==> config.mk <==
export PLATFORM = sky130hd
export DESIGN_NAME = alu_sequencer
export DESIGN_NICKNAME = d
export VERILOG_FILES = /design/src/rtl/alu_sequencer.sv
export SDC_FILE = /design/constraint.sdc
export NUM_CORES = 1
export LEC_CHECK = 0
export BUFFER_PORTS_ARGS = -buffer_cell sky130_fd_sc_hd__buf_2
export CAP_MARGIN = 20
export CORE_ASPECT_RATIO = 0.7
export CORE_UTILIZATION = 40
export DETAILED_ROUTE_END_ITERATION = 16
export GPL_TIMING_DRIVEN = 0
export HOLD_SLACK_MARGIN = 0.06
export PLACE_DENSITY_LB_ADDON = 0.12
export SETUP_SLACK_MARGIN = 0.1
export SYNTH_ARGS = -nofsm -noshare
export SYNTH_HDL_FRONTEND = slang
export SYNTH_SLANG_ARGS = --single-unit
==> constraint.sdc <==
create_clock -name clk -period 2.3 [get_ports clk]
set_clock_uncertainty 0.05 [all_clocks]
set_input_delay 0.46 -clock clk [delete_from_list [all_inputs] [get_ports clk]]
set_output_delay 0.46 -clock clk [all_outputs]
set_load 0.1 [all_outputs]
==> src/rtl/alu_sequencer.sv <==
// Issues one 8-bit instruction to a registered ALU and writes the result back, 3 cycles accept-to-accept.
// Backpressure: instr_ready is low from accept until write-back; instructions offered meanwhile are ignored.
module alu_sequencer #(
  parameter int         DW     = 8,
  parameter logic [2:0] OP_LDI = 3'b111
) (
  input  logic          clk,
  input  logic          rst,
  input  logic          instr_valid,
  output logic          instr_ready,
  input  logic [7:0]    instr,
  input  logic [DW-1:0] imm,
  output logic          alu_en,
  output logic [2:0]    alu_op,
  output logic [DW-1:0] alu_a,
  output logic [DW-1:0] alu_b,
  input  logic [DW-1:0] alu_out,
  input  logic          alu_zero,
  input  logic          alu_carry,
  output logic          done,
  output logic [DW-1:0] result,
  output logic          zero,
  output logic          carry,
  input  logic [1:0]    dbg_addr,
  output logic [DW-1:0] dbg_data
);

  typedef enum logic [1:0] {IDLE, ISSUE, CAPT} state_t;

  state_t        state_q, state_d;
  logic [7:1]    instr_q, instr_d;
  logic [DW-1:0] imm_q, imm_d;
  logic [DW-1:0] rf_q [4];
  logic [DW-1:0] rf_d [4];
  logic [DW-1:0] result_q, result_d;
  logic          zero_q, zero_d;
  logic          carry_q, carry_d;
  logic          done_q, done_d;
  logic          alu_en_q, alu_en_d;
  logic          ready_q, ready_d;

  logic [2:0] op;
  logic [1:0] rd, rs;
  logic       unused_rsvd;

  // instr[0] is reserved and deliberately never latched
  assign unused_rsvd = instr[0];

  assign op = instr_q[7:5];
  assign rd = instr_q[4:3];
  assign rs = instr_q[2:1];

  assign instr_ready = ready_q;
  assign alu_en      = alu_en_q;
  assign alu_op      = op;
  assign alu_a       = rf_q[rd];
  assign alu_b       = rf_q[rs];
  assign done        = done_q;
  assign result      = result_q;
  assign zero        = zero_q;
  assign carry       = carry_q;
  assign dbg_data    = rf_q[dbg_addr];

  always_comb begin
    state_d  = state_q;
    instr_d  = instr_q;
    imm_d    = imm_q;
    rf_d     = rf_q;
    result_d = result_q;
    zero_d   = zero_q;
    carry_d  = carry_q;
    done_d   = 1'b0;
    alu_en_d = 1'b0;
    ready_d  = ready_q;
    case (state_q)
      IDLE: begin
        ready_d = 1'b1;
        if (instr_valid) begin
          instr_d  = instr[7:1];
          imm_d    = imm;
          alu_en_d = (instr[7:5] != OP_LDI);
          ready_d  = 1'b0;
          state_d  = ISSUE;
        end
      end
      ISSUE: begin
        state_d = CAPT;
      end
      CAPT: begin
        // LDI bypasses the ALU and leaves the flags untouched
        if (op == OP_LDI) begin
          rf_d[rd] = imm_q;
          result_d = imm_q;
        end else begin
          rf_d[rd] = alu_out;
          result_d = alu_out;
          zero_d   = alu_zero;
          carry_d  = alu_carry;
        end
        done_d  = 1'b1;
        ready_d = 1'b1;
        state_d = IDLE;
      end
      default: begin
        ready_d = 1'b1;
        state_d = IDLE;
      end
    endcase
  end

  always_ff @(posedge clk or negedge rst) begin
    if (!rst) begin
      state_q  <= IDLE;
      instr_q  <= '0;
      imm_q    <= '0;
      for (int i = 0; i < 4; i++) rf_q[i] <= '0;
      result_q <= '0;
      zero_q   <= 1'b0;
      carry_q  <= 1'b0;
      done_q   <= 1'b0;
      alu_en_q <= 1'b0;
      ready_q  <= 1'b1;
    end else begin
      state_q  <= state_d;
      instr_q  <= instr_d;
      imm_q    <= imm_d;
      rf_q     <= rf_d;
      result_q <= result_d;
      zero_q   <= zero_d;
      carry_q  <= carry_d;
      done_q   <= done_d;
      alu_en_q <= alu_en_d;
      ready_q  <= ready_d;
    end
  end

endmodule

==> flow_summary.ini, run 1 <==
[setup_path]
r2r-end = rf_q[6]
setup.worst_path.class = reg2out
worstSetupStartpointType = flop
regToRegStartpoint = instr_q[6]
required_ns = 1.79
cpLargestDelayFamily = multiplexers
crit_arrival_ns = 1.70
regToRegSetupSlack_ns = 0.59
critical_path.endpoint_type = output port
critPathBufInv = 2
cell_by_cell_trace_of_the_critical_path = buf_8, mux4_1, buf_6
worst_path_largest_cell_delay_ns = 0.60
worstPathMaxFanout = 10
timing.reg2reg.worst_path_depth = 4
crit_path_top_delay_cell = sky130_fd_sc_hd__mux4_1

[synth]
syn-instance-count = 225
postSynthRegisterBits = 62
synth-edff-count = 0
synth-async-reset-ratio = 1.000
synth.avg_cell_area_um2 = 13.31
synth.yosys.seq_area_share = 0.5184
synthesis.nets = 256
yosysWarningCount = 0
ys.flop_type = sky130_fd_sc_hd__dfrtp_1
syn-cell-area_mm2 = 0.002995
post_synth_num_cell_types = 25

[detailed_routing]
met3WireLength_um = 418
drt-vias-per-instance = 5.189
wl_met1_um = 3294
post-route-drc-count = 0
antenna_left = 0
top_layer = met4
drt_iter0_drc = 112
drt-total-wl_um = 6749
wl_per_cell_um = 16.79
routed-wl-met2_um = 2960
drt-pass1-iter-count = 4
vias = 2086

[timing]
fmaxAchievable_ghz = 0.4533
post-route-worst-setup-slack_ns = 0.09406
worst_slew_pin_slew_ns = 0.7839
rsz_0062_raised_after_global_routing = true
post-route-period-util = 0.9591
totalNegativeSetupSlack_ns = 0
time_the_final_worst_path_needs_with_i_o_delays_and_setup_ns = 2.206
final_max_slew_viol_count = 0
setup_viol_count_final = 0
timing.final.hold_violations = 0
max-slew-margin-rel = 0.4774

[clock_network]
cts_buffer_depth = 2
cts-buffers-inserted = 9
clock_latency_ns = 0.34
clock_pin_slew_worst_setup_and_hold_paths_ns = 0.07
cts_hold_buf = 0
cts_num_sinks = 62
cts_htree_levels = 3
cts.root.buffer_cell = sky130_fd_sc_hd__clkbuf_8
tritoncts = yes

[floorplan]
dieArea_mm2 = 0.007844
core_mm2 = 0.007007
num_io_pins = 71
height_of_the_die_um = 74.40
floorplan.die.width_um = 105.4
fp-row-count = 25
starting_density_of_the_core = 0.4275

[grt]
grt_max_degree = 63
gr-total-overflow = 0
first_pass_grt_wire_length_um = 10810
first_global_vias = 1992
groute.usage.overall = 0.1903
grt_antenna_before_repair = 0

[place]
count_of_port_buffers_added_during_placement = 67
dp_hpwl_um = 4774
dp_worst_setup_slack_ns = 0.1809
place_congestion = 0.7142

[flow_run]
max_cap_viol_count = 0

[layout]
mostFrequentLayoutCells = 61 x sky130_fd_sc_hd__buf_2, 61 x sky130_fd_sc_hd__dfrtp_1, 39 x sky130_fd_sc_hd__a21oi_1
nets = 334
fraction_of_the_core_area_covered_by_cells_at_the_end_of_the_flow = 0.5350
area_overhead_vs_synth_pct = 25.15
antennaDiodeCount = 0
fill_cell_total_of_the_finished_layout = 622
share_of_cells_above_drive_strength_1 = 0.4156

[hold_path]
hp-class = in2async

[status]
run_status = finished clean
state kept, by name, indices dropped and copies added, names as in the netlist, 2 cells and up:
register  flops
instr_q       7
imm_q         8
rf_q         32
state_q       2
result        8
timing repair:
action                     CTS  global route
resized for setup           25             2
setup buffers                0             1
gates cloned                 0             0
setup endpoints to repair   16            14
logic make-up (layout without fill, tap and decap cells):
| logic type | after synthesis | in the layout | synth area share |
|---|---|---|---|
| AO/OA/AOI/OAI | 42 | 42 | 0.07310 |
| buffers and inverters | 23 | 106 | 0.04636 |
| flip-flops | 62 | 62 | 0.5184 |
| multiplexers | 49 | 49 | 0.2811 |
| AND/OR/NAND/NOR | 49 | 49 | 0.08103 |
worst max path at each step:
stage	from	end	slack [ns]	depth (start not counted)
finish	instr_q[3]	alu_a[3]	0.09	3
global route	instr_q[3]	alu_a[0]	0.05	3
CTS	instr_q[3]	alu_a[4]	0.04	3
detailed placement	dbg_addr[0]	dbg_data[4]	0.18	3
global placement	dbg_addr[0]	dbg_data[4]	0.18	3
floorplan	instr_q[3]	alu_a[0]	0.28	2
cells in the mapped netlist, types with 2 or more instances:
cell type / number / share of area
sky130_fd_sc_hd__mux2_2: 3 / 0.011
sky130_fd_sc_hd__nor2_2: 2 / 0.0042
sky130_fd_sc_hd__buf_2: 12 / 0.020
sky130_fd_sc_hd__nor2b_1: 2 / 0.0042
sky130_fd_sc_hd__mux4_2: 16 / 0.12
sky130_fd_sc_hd__buf_4: 4 / 0.010
sky130_fd_sc_hd__and4bb_1: 2 / 0.0084
sky130_fd_sc_hd__mux2_1: 14 / 0.053
sky130_fd_sc_hd__a21oi_1: 39 / 0.065
sky130_fd_sc_hd__buf_6: 3 / 0.011
sky130_fd_sc_hd__a21oi_2: 2 / 0.0058
sky130_fd_sc_hd__mux2i_1: 8 / 0.027
sky130_fd_sc_hd__dfrtp_1: 61 / 0.51
sky130_fd_sc_hd__buf_1: 2 / 0.0025
sky130_fd_sc_hd__mux4_1: 8 / 0.070
sky130_fd_sc_hd__nor2_1: 38 / 0.048
stage by stage:
step                      area, um^2  hold slack (ns)  instances
after global placement          3448           0.4010        386
after detailed placement        3451           0.4108        386
after global routing            3749           0.2199        402
after CTS                       3734           0.1795        401
final                           3749           0.1573        402
after floorplan                 2995           0.1144        225
final cells by class:
type | instances | area, um^2 | share of cell area
clock inverters | 6 | 86.33 | 0.02303
clock buffers | 10 | 127.6 | 0.03405
well taps | 94 | 117.6 | 0.03138
multi-input cells | 140 | 1304 | 0.3478
repair buffers | 68 | 415.4 | 0.1108
inverters | 2 | 7.507 | 0.002003
flip-flops and latches | 62 | 1553 | 0.4142
plain buffers | 20 | 137.6 | 0.03672
metal layers:
metal	vias up	track usage
met5	-	0
met4	0	0.06103
met3	7	0.05609
met2	70	0.2946
met1	1027	0.2619
li1	982	-
worst reg2reg max path, stage by stage, from the launching register on:
cell                      delay, ns
sky130_fd_sc_hd__dfrtp_1       0.40
sky130_fd_sc_hd__nand3_1       0.08
sky130_fd_sc_hd__buf_2         0.27
sky130_fd_sc_hd__mux2i_1       0.61
sky130_fd_sc_hd__a21oi_1       0.14
Power of run 1 is not shown: default switching activity piles up to over one toggle a cycle in this logic, so the estimate is an artifact.
==> run 2: changes to the inputs <==
Settings changed: CTS_BUF_LIST from default to sky130_fd_sc_hd__clkbuf_4, SLEW_MARGIN from default to 20.
==> flow_summary.ini, run 2 (synthesis gave the netlist of run 1 again) <==
[clock_network]
clock_pin_slew_worst_setup_and_hold_paths_ns = 0.11
tritoncts = yes
cts_htree_levels = 3
cts_buffer_depth = 2
cts-buffers-inserted = 9
cts_num_sinks = 62
clock_latency_ns = 0.41
cts.root.buffer_cell = sky130_fd_sc_hd__clkbuf_4

[grt]
groute.usage.overall = 0.1975
grt_antenna_before_repair = 0
grt_max_degree = 35
gr-total-overflow = 0
first_global_vias = 2070
first_pass_grt_wire_length_um = 11160

[floorplan]
floorplan.die.width_um = 105.4
starting_density_of_the_core = 0.4275
height_of_the_die_um = 74.40
num_io_pins = 71
fp-row-count = 25
dieArea_mm2 = 0.007844
core_mm2 = 0.007007

[timing]
final_max_slew_viol_count = 0
rsz_0062_raised_after_global_routing = true
time_the_final_worst_path_needs_with_i_o_delays_and_setup_ns = 2.223
timing.final.hold_violations = 0
post-route-worst-setup-slack_ns = 0.07750
worst_slew_pin_slew_ns = 0.6171
setup_viol_count_final = 0
max-slew-margin-rel = 0.5768
post-route-period-util = 0.9663
fmaxAchievable_ghz = 0.4499

[flow_run]
max_cap_viol_count = 0

[detailed_routing]
drt_iter0_drc = 81
drt-pass1-iter-count = 4
vias = 2101
antenna_left = 0
drt-vias-per-instance = 5.188
drt-total-wl_um = 6808
wl_per_cell_um = 16.81
post-route-drc-count = 0

[setup_path]
setup.worst_path.class = reg2out
critical_path.endpoint_type = output port
crit_arrival_ns = 1.71
worstPathMaxFanout = 5
cell_by_cell_trace_of_the_critical_path = buf_8, mux4_2, buf_8
worstSetupStartpointType = flop
crit_path_top_delay_cell = sky130_fd_sc_hd__mux4_2
startpoint = instr_q[3]
regToRegStartpoint = instr_q[3]
required_ns = 1.79
crit_top_cell = sky130_fd_sc_hd__buf_8
worst_path_largest_cell_delay_ns = 0.54

[layout]
mostFrequentLayoutCell = sky130_fd_sc_hd__dfrtp_1
fin_area_mm2 = 0.003859
post_layout_instance_count_excluding_filler_cells = 405
top_register = rf_q
mostFrequentLayoutCells = 60 x sky130_fd_sc_hd__dfrtp_1, 57 x sky130_fd_sc_hd__buf_2, 39 x sky130_fd_sc_hd__a21oi_1
share_of_cells_above_drive_strength_1 = 0.4469
largest_register_ffs = 32
nets = 337
antennaDiodeCount = 0
area_overhead_vs_synth_pct = 28.82

[place]
dp_hpwl_um = 4943
place_area_mm2 = 0.003471
count_of_port_buffers_added_during_placement = 67
place_congestion = 0.7142
place_inst = 387
dp_worst_setup_slack_ns = 0.1748

[hold_path]
hp-class = in2reg
hold_start = instr[5]

[status]
run_status = finished clean
[run 2: cell count changes in the layout (fill, tap and decap cells not counted), moves of 4 or more]
cell / change
sky130_fd_sc_hd__buf_6: -8
sky130_fd_sc_hd__mux4_2: +8
sky130_fd_sc_hd__clkbuf_8: -9
sky130_fd_sc_hd__mux4_1: -8
sky130_fd_sc_hd__clkbuf_4: +12
sky130_fd_sc_hd__buf_2: -4
sky130_fd_sc_hd__buf_12: +15
sky130_fd_sc_hd__buf_4: -6
[run 2: area by class of cell]
cell class,instances,area [um^2]
Fill cell,619,3148
Sequential cell,62,1554
Multi-Input combinational cell,140,1274
Timing Repair Buffer,71,626.9
Buffer,20,141.4
Tap cell,94,117.6
Clock buffer,10,75.07
Clock inverter,6,62.56
Inverter,2,7.507
[run 2: timing repair]
action | in CTS | in global routing
hold buffers | 1 | 0
gates resized for setup | 75 | 8
endpoints found under the hold margin | 28 | 0
cloned | 1 | 0
buffers inserted | 1 | 0
pin swaps | 0 | 0
endpoints found under the setup margin | 16 | 20
[run 2: through the flow]
| stage | util | TNS (ns) | hold slack [ns] |
|---|---|---|---|
| global route | 0.5507 | -0.03892 | 0.1436 |
| CTS | 0.5486 | -0.01063 | 0.1422 |
| global placement | 0.4921 | 0 | 0.4010 |
| detailed placement | 0.4954 | 0 | 0.3616 |
| finish | 0.5507 | 0 | 0.1797 |
| floorplan | - | 0 | 0.1144 |
[run 2: critical path, delay by kind of cell, from the launching register on]
family | cells | cell delay [ns]
DFF | 1 | 0.43
buffers and inverters | 2 | 0.35
muxes | 1 | 0.54
[run 2: routing by layer]
layer / part of all wire / vias up / GRT usage
met3: 0.064 / 4 / 0.07362
met1: 0.48 / 1043 / 0.2761
met5: 0 / - / 0
met2: 0.45 / 74 / 0.2909
li1: - / 980 / -
met4: 0.0063 / 0 / 0.05634
[run 2: worst paths after layout]
path | endpoint | slack [ns] | cells past startpoint
max | alu_a[4] | 0.08 | 3
min | alu_en | 0.18 | 2
max reg2reg | rf_q[24] | 0.51 | 5
min reg2reg | instr_ready | 0.42 | 2
max in group asynchronous | instr_ready | 1.14 | 3
min in group asynchronous | result[7] | 0.47 | 2
Power of run 2 is left out for the same reason.
